## src/rtl/sid_pkg.sv

```systemverilog
// Shared SID audio-path types and I2S frame constants.
package sid_pkg;

  localparam int I2S_SLOT_BITS  = 32;
  localparam int I2S_FRAME_BITS = 64;
  localparam int I2S_DATA_BITS  = 24;
  localparam int I2S_PAD_BITS   = I2S_SLOT_BITS - I2S_DATA_BITS;

  typedef logic signed [I2S_DATA_BITS-1:0] s24_t;
  typedef logic [I2S_FRAME_BITS-1:0]       i2s_frame_t;

  // Left slot in the upper half, each sample MSB-justified with zero padding.
  function automatic i2s_frame_t i2s_pack_frame(input s24_t l, input s24_t r);
    return {l, {I2S_PAD_BITS{1'b0}}, r, {I2S_PAD_BITS{1'b0}}};
  endfunction

endpackage

```

## src/rtl/sid_i2s_clkgen.sv

```systemverilog
// BCLK generator: divides clk by 2*CLK_DIV and flags the cycle whose edge drops BCLK.
module sid_i2s_clkgen #(
  parameter int CLK_DIV = 4
) (
  input  logic clk,
  input  logic rst,
  output logic bclk_o,
  output logic fall_o
);

  localparam logic [7:0] DIV_LAST = 8'(CLK_DIV - 1);

  logic [7:0] div_cnt_q, div_cnt_d;
  logic       bclk_q, bclk_d;
  logic       wrap;

  assign wrap = (div_cnt_q == DIV_LAST);

  always_comb begin
    div_cnt_d = div_cnt_q + 8'd1;
    bclk_d    = bclk_q;
    if (wrap) begin
      div_cnt_d = '0;
      bclk_d    = ~bclk_q;
    end
  end

  always_ff @(posedge clk) begin
    if (rst) begin
      div_cnt_q <= '0;
      bclk_q    <= 1'b0;
    end else begin
      div_cnt_q <= div_cnt_d;
      bclk_q    <= bclk_d;
    end
  end

  // Combinational so the data path updates on the same edge that lowers BCLK.
  assign fall_o = wrap & bclk_q;
  assign bclk_o = bclk_q;

endmodule

```

## src/rtl/sid_i2s_tx.sv

```systemverilog
// Philips I2S transmitter: holds the latest stereo sample and serializes 24-in-32 bit slots.
module sid_i2s_tx
  import sid_pkg::*;
#(
  parameter int CLK_DIV = 4
) (
  input  logic               clk,
  input  logic               rst,
  input  logic signed [23:0] audio_l_i,
  input  logic signed [23:0] audio_r_i,
  input  logic               valid_i,
  output logic               taken_o,
  output logic               overrun_o,
  output logic               i2s_bclk,
  output logic               i2s_lrclk,
  output logic               i2s_dout
);

  logic       fall;
  logic       frame_load;

  logic [5:0] bit_cnt_q, bit_cnt_d;
  logic       lrclk_q, lrclk_d;
  logic       dout_q, dout_d;
  logic       taken_q, taken_d;
  logic       overrun_q, overrun_d;
  logic       pending_q, pending_d;
  s24_t       hold_l_q, hold_l_d;
  s24_t       hold_r_q, hold_r_d;
  i2s_frame_t shifter_q, shifter_d;

  sid_i2s_clkgen #(.CLK_DIV(CLK_DIV)) u_clkgen (
    .clk    (clk),
    .rst    (rst),
    .bclk_o (i2s_bclk),
    .fall_o (fall)
  );

  assign frame_load = fall && (bit_cnt_q == 6'd63);

  always_comb begin
    bit_cnt_d = bit_cnt_q;
    lrclk_d   = lrclk_q;
    dout_d    = dout_q;
    taken_d   = 1'b0;
    overrun_d = overrun_q;
    pending_d = pending_q;
    hold_l_d  = hold_l_q;
    hold_r_d  = hold_r_q;
    shifter_d = shifter_q;

    if (fall) begin
      bit_cnt_d = bit_cnt_q + 6'd1;
      lrclk_d   = bit_cnt_d[5];
      if (frame_load) begin
        // dout carries the last pad bit of the outgoing frame, giving the one-BCLK I2S delay.
        shifter_d = i2s_pack_frame(hold_l_q, hold_r_q);
        pending_d = 1'b0;
        taken_d   = 1'b1;
        dout_d    = 1'b0;
      end else begin
        dout_d    = shifter_q[I2S_FRAME_BITS-1];
        shifter_d = {shifter_q[I2S_FRAME_BITS-2:0], 1'b0};
      end
    end

    // A sample arriving on the load cycle is kept for the next frame, not lost.
    if (valid_i) begin
      hold_l_d  = audio_l_i;
      hold_r_d  = audio_r_i;
      pending_d = 1'b1;
      if (pending_q && !frame_load) begin
        overrun_d = 1'b1;
      end
    end
  end

  always_ff @(posedge clk) begin
    if (rst) begin
      bit_cnt_q <= 6'd63;
      lrclk_q   <= 1'b1;
      dout_q    <= 1'b0;
      taken_q   <= 1'b0;
      overrun_q <= 1'b0;
      pending_q <= 1'b0;
      hold_l_q  <= '0;
      hold_r_q  <= '0;
      shifter_q <= '0;
    end else begin
      bit_cnt_q <= bit_cnt_d;
      lrclk_q   <= lrclk_d;
      dout_q    <= dout_d;
      taken_q   <= taken_d;
      overrun_q <= overrun_d;
      pending_q <= pending_d;
      hold_l_q  <= hold_l_d;
      hold_r_q  <= hold_r_d;
      shifter_q <= shifter_d;
    end
  end

  assign i2s_lrclk = lrclk_q;
  assign i2s_dout  = dout_q;
  assign taken_o   = taken_q;
  assign overrun_o = overrun_q;

endmodule
```

## config.mk

```make
export PLATFORM = sky130hd
export DESIGN_NAME = sid_i2s_tx
export DESIGN_NICKNAME = d
export VERILOG_FILES = /design/src/rtl/sid_pkg.sv /design/src/rtl/sid_i2s_clkgen.sv /design/src/rtl/sid_i2s_tx.sv
export SDC_FILE = /design/constraint.sdc
export NUM_CORES = 1
export LEC_CHECK = 0
export CAP_MARGIN = 20
export CORE_MARGIN = 2
export CORE_UTILIZATION = 60
export DETAILED_ROUTE_END_ITERATION = 8
export GPL_ROUTABILITY_DRIVEN = 0
export GPL_TIMING_DRIVEN = 0
export PLACE_DENSITY = 0.86
export SYNTH_ARGS = -nofsm -noshare
export SYNTH_HDL_FRONTEND = slang
export SYNTH_SLANG_ARGS = --single-unit
```

## constraint.sdc

```tcl
create_clock -name clk -period 3.24 [get_ports clk]
set_input_delay 0.81 -clock clk [delete_from_list [all_inputs] [get_ports clk]]
set_output_delay 0.81 -clock clk [all_outputs]
set_load 0.05 [all_outputs]
```

==> results of run 1 <==
flip-flops by register name, indices dropped and copies added (netlist names):
register	cells
overrun_o	1
hold_r_q	24
u_clkgen.bclk_o	1
bit_cnt_q	6
shifter_q	56
i2s_dout	1
u_clkgen.div_cnt_q	8
taken_o	1
pending_q	1
hold_l_q	24
cell families (layout without fill, tap and decap cells):
kind of cell,Yosys count,after routing,share of synthesized area [%]
and+or+nand+nor,142,142,13.29
AOI/OAI and AO/OA,179,179,22.68
buffers and inverters,69,155,6.212
DFF,123,123,47.39
adders and majority gates,2,2,0.4815
muxes,49,49,9.439
xor gates and xnor gates,3,3,0.5058
layout by cell type, fill, tap and decap left out, types with 3 or more instances in the layout:
cell type,count
clkinv_2,3
nor2_1,57
mux2i_1,49
a311oi_1,49
nand3_1,55
o21ai_0,50
clkdlybuf4s50_1,54
buf_1,4
clkbuf_16,16
or3_1,4
o21ai_1,3
bufinv_16,4
o211a_1,6
buf_2,15
dfxtp_1,123
inv_1,5
a21oi_1,52
and3_1,3
clkbuf_1,41
nand4_1,3
a31oi_1,3
nand2_1,7
buf_6,5
nor2b_1,4
a41o_1,7
worst register-to-register path: cells and delay by family (launching register included):
| kind | cells | cell delay [ns] |
|---|---|---|
| flops | 1 | 0.35 |
| fa+ha+maj | 1 | 0.25 |
| buf+inv | 2 | 0.80 |
| compound gates | 2 | 0.55 |
| simple gates | 1 | 0.17 |
through the flow:
step,power [mW],worst slack (ns),area [sq um]
floorplan,1.790,1.425,5196
global placement,1.896,0.2459,5868
detailed placement,1.907,0.2309,5868
CTS,3.832,0.6696,6475
global route,3.930,0.5896,6475
finish,3.828,0.6764,6475
layer usage:
layer | GRT usage (%) | vias to the layer above | routed length [um] | share of wire, %
met4 | 13.11 | 0 | 426 | 3.2
met3 | 5.468 | 38 | 865 | 6.4
met2 | 48.99 | 220 | 6649 | 50
li1 | - | 2250 | - | -
met5 | 0 | - | 0 | 0
met1 | 35.52 | 2268 | 5469 | 41
area by class of cell:
class | count | area share (%)
plain buffers | 64 | 4.696
inverters | 5 | 0.2899
well taps | 105 | 2.029
clock buffers | 21 | 6.783
multi-input cells | 375 | 37.24
repair buffers | 54 | 8.348
clock inverters | 11 | 2.589
flip-flops and latches | 123 | 38.03
final timing paths:
check,slack (ns),end,cells after the start
worst max-delay path,0.68,i2s_lrclk,1
worst min-delay path,0.46,u_clkgen.div_cnt_q[0],1
worst min register to register,0.46,u_clkgen.div_cnt_q[0],1
worst max register to register,1.03,shifter_q[54],6
power by group through the flow:
stage,clock (mW),sequential [mW],combinational [mW]
2_1_floorplan,0,1.62,0.169
3_3_place_gp,0,1.62,0.275
3_5_place_dp,0,1.62,0.284
4_1_cts,1.95,1.59,0.290
5_1_grt,2.01,1.60,0.320
6_report,1.94,1.59,0.292
==> impl_metrics.toml, run 1 <==
[worst_setup_path]
r2r-start = "bit_cnt_q[0]"
crit_fanout = 5
crit_path_start_kind = "flop"
startpoint = "bit_cnt_q[5]"
crit_chain = "clkdlybuf4s50_1"
critPathArrivalTime_ns = 1.75
crit_path_max_incr_delay_ns = 0.83
end_kind = "output port"
cp.required_ns = 2.43
path_delay_family = "buffers and inverters"
path_buf_inv = 1
cp_slowest_cell = "clkdlybuf4s50_1"
worstSetupPathType = "reg -> out"

[clock_tree]
cts_max_level = 4
cts_sinks = 123
root_buffer = "clkbuf_8"
cts_tree = "built"
hold_buffers = 0
worst_skew_pair.late_latency_ns = 0.52
cts_buffers = 17
cts_buffer_depth = 2
cts.repair.resized = 0
cts_setup_buffers = 0
clk_pin_slew_worst_paths_ns = 0.06

[route]
wire_per_inst_um = 17.69
viasPerCell = 6.301
ant_nets = 0
dr_total_vias = 4776
drtIter0Drc = 300
drt-total-wl_um = 13410
dr.pass1.iters = 6
remaining_drc_errors = 0

[pwr]
p_switching_mw = 0.8621
seqPwrFrac_pct = 41.6
power_per_cell_area_nw_per_um2 = 591.2
combPwrFrac_pct = 7.6
swShare_pct = 22.52
power_leakage_nw = 2.461
p_clk_share_pct = 50.8
p_int_mw = 2.966
vdd_ir_drop_max_mv = 0.3818

[placement]
io_buffers = 54
dpl.hpwl_um = 8412
dp.cells = 726

[floorplanning]
core-area_sq_um = 8299
die_h_um = 97.06
start_util_pct = 62.61
die_x_um = 97.06
rows = 33
dieArea_sq_um = 9421
io_pins = 56

[yosys]
synthesis.nets = 620
synth_common_cells = "dfxtp_1 (123), nor2_1 (57), nand3_1 (55)"
synth_top_area_cell = "dfxtp_1"
synth_cells = 567
synth_cell_types = 40
yosysWarnings = 0
netlist_area_sq_um = 5196
yosys-top-cells-area = "dfxtp_1 (47%), mux2i_1 (9.4%), a311oi_1 (8.3%), nand3_1 (5.3%), a21oi_1 (5.0%)"
synth_top_area_share_pct = 47.39
syn_avg_cell_area_sq_um = 9.164
yosysMostFrequentCell = "dfxtp_1"
ys_async_sr_fraction_pct = 0
yosysSeqAreaShare_pct = 47.39
synth_ff_type = "dfxtp_1"
synth_seq_cells = 123
synth-edff-count = 0

[timing]
whs_ns = 0.4604
fin_tns_setup_ns = 0
max_freq_mhz = 390.1
rsz0062_at_grt = "no"
drv_slew = 0
period_share_pct = 79.12
fin_skew_ns = 0.01116
fin_crit_ns = 2.564
setup_violations = 0
relSlewSlack_pct = 43.52
hold_viol_final = 0
worstMarginPinSlew_ns = 0.8472

[flow_run]
drv_cap = 0

[grt]
globalRoute.totalOverflow = 0
grt_pass1_vias = 4544
grt_first_pass_wirelength_um = 22170
grt.total_usage_pct = 28.84
antenna_found_initial = 0
grt_max_degree = 17

[layout]
fin_nets = 693
multi_input_area_sq_um = 2411
layout-drive-gt1-share_pct = 8.576
n_fill_cell = 543
area_growth_pct = 24.61
regArea_sq_um = 2462
final_util_pct = 78.02
n_antenna_cell = 0
instances_no_fill = 758

[worst_hold_path]
min_from = "u_clkgen.div_cnt_q[0]"
hp-class = "reg -> reg"

[run_status]
outcome = "finished, final reports clean"
No activity file was read; power rests on OpenSTA's default activity.
==> run 2, diff against run 1 <==
- CORE_UTILIZATION: 60 -> 56
- PLACE_DENSITY: 0.86 -> 0.81
- clock period: 3.24 -> 2.5 ns (I/O delays scaled with it)
==> impl_metrics.toml, run 2 (synthesis gave the netlist of run 1 again) <==
[layout]
n_antenna_cell = 0
top_regs = "shifter_q x56, hold_l_q x24, hold_r_q x24"
area_growth_pct = 24.92
design_area_sq_um = 6491
final_cell_mix = "dfxtp_1 (123), nor2_1 (57), nand3_1 (55)"
largest_register = "shifter_q"
largest_reg_flops = 56
fin_nets = 693
layout_commonest_cell = "dfxtp_1"
layout-drive-gt1-share_pct = 9.035

[clock_tree]
clk_pin_slew_worst_paths_ns = 0.06
cts_setup_buffers = 0
cts_max_level = 4
worst_skew_pair.late_latency_ns = 0.53
cts_buffers = 17
cts_sinks = 123
root_buffer = "clkbuf_8"
cts_buffer_depth = 2
cts.repair.resized = 0
hold_buffers = 0
cts_tree = "built"

[timing]
drv_slew = 0
max_freq_mhz = 418.2
fin_skew_ns = 0.009775
relSlewSlack_pct = 44.81
hold_viol_final = 0
worstMarginPinSlew_ns = 0.8278
period_share_pct = 95.65
fin_crit_ns = 2.391
setup_violations = 0
rsz0062_at_grt = "no"

[worst_hold_path]
hp-class = "reg -> reg"

[run_status]
outcome = "finished, final reports clean"

[worst_setup_path]
crit_fanout = 5
crit_chain = "clkdlybuf4s50_1"
worstSetupPathType = "reg -> out"
path_buf_inv = 1
cp.required_ns = 1.88
critPathArrivalTime_ns = 1.77
cp_slowest_cell = "clkdlybuf4s50_1"
crit_path_start_kind = "flop"
path_delay_family = "buffers and inverters"
end_kind = "output port"
crit_path_max_incr_delay_ns = 0.83

[placement]
io_buffers = 54
dpl.hpwl_um = 8447
place_area_sq_um = 5876

[grt]
grt.total_usage_pct = 27.12
grt_max_degree = 17
grt_first_pass_wirelength_um = 21910
grt_pass1_vias = 4589
globalRoute.totalOverflow = 0
antenna_found_initial = 0

[floorplanning]
rows = 35
core-area_sq_um = 9109
start_util_pct = 57.05
die_h_um = 100.3
die_x_um = 100.3
io_pins = 56
dieArea_sq_um = 10070

[route]
dr_total_vias = 4729
remaining_drc_errors = 0
viasPerCell = 6.190
wire_per_inst_um = 16.93
ant_nets = 0
drt-total-wl_um = 12930
drtIter0Drc = 301
dr.pass1.iters = 6

[pwr]
vdd_ir_drop_max_mv = 0.4896
power_per_cell_area_nw_per_um2 = 765.5
p_total_mw = 4.969
power_leakage_nw = 2.459

[flow_run]
drv_cap = 0
[run 2: changes by cell type in the layout (fill, tap and decap cells not counted)]
cell	previous run	this run
clkinv_2	3	1
inv_6	1	3
clkinvlp_4	2	4
clkbuf_1	41	38
bufinv_16	4	3
clkbuf_8	2	4
[run 2: through the flow]
step	setup slack [ns]	setup TNS, ns	utilization, %	hold slack (ns)	std cells
after global routing	0.05113	0	71.26	0.4805	764
after global placement	-0.2850	-12.05	64.51	0.4268	732
after CTS	0.1131	0	71.26	0.4646	764
final	0.1088	0	71.26	0.4620	764
after floorplan	0.7348	0	-	0.4179	567
after detailed placement	-0.2815	-11.78	64.51	0.4464	732
[run 2: final timing paths]
path	slack, ns	to	from	depth (start not counted)
setup / recovery	0.11	i2s_lrclk	bit_cnt_q[5]	1
hold / removal	0.46	u_clkgen.div_cnt_q[0]	u_clkgen.div_cnt_q[0]	1
setup reg to reg	0.37	shifter_q[29]	bit_cnt_q[0]	6
hold reg to reg	0.46	u_clkgen.div_cnt_q[0]	u_clkgen.div_cnt_q[0]	1
[run 2: metal layers]
metal  vias to the layer above  part of all wire [%]  GRT usage (%)
met3                        34                   6.7          6.616
met1                      2228                    44          34.84
met5                         -                     0              0
met4                         0                   2.7          12.01
li1                       2257                     -              -
met2                       210                    47          43.37
[run 2: power by group]
part | switching, mW | total, mW | internal [mW]
combinational | 0.199 | 0.374 | 0.175
sequential | 0.0380 | 2.06 | 2.02
clock | 0.926 | 2.53 | 1.61
total | 1.16 | 4.97 | 3.81
[run 2: layout make-up]
cell class	instances	area, sq um
plain buffers	64	304.0
inverters	5	18.77
clock inverters	12	160.2
fillers	661	2618
flip-flops and latches	123	2462
well taps	111	138.9
clock buffers	20	455.4
repair buffers	54	540.5
multi-input cells	375	2411
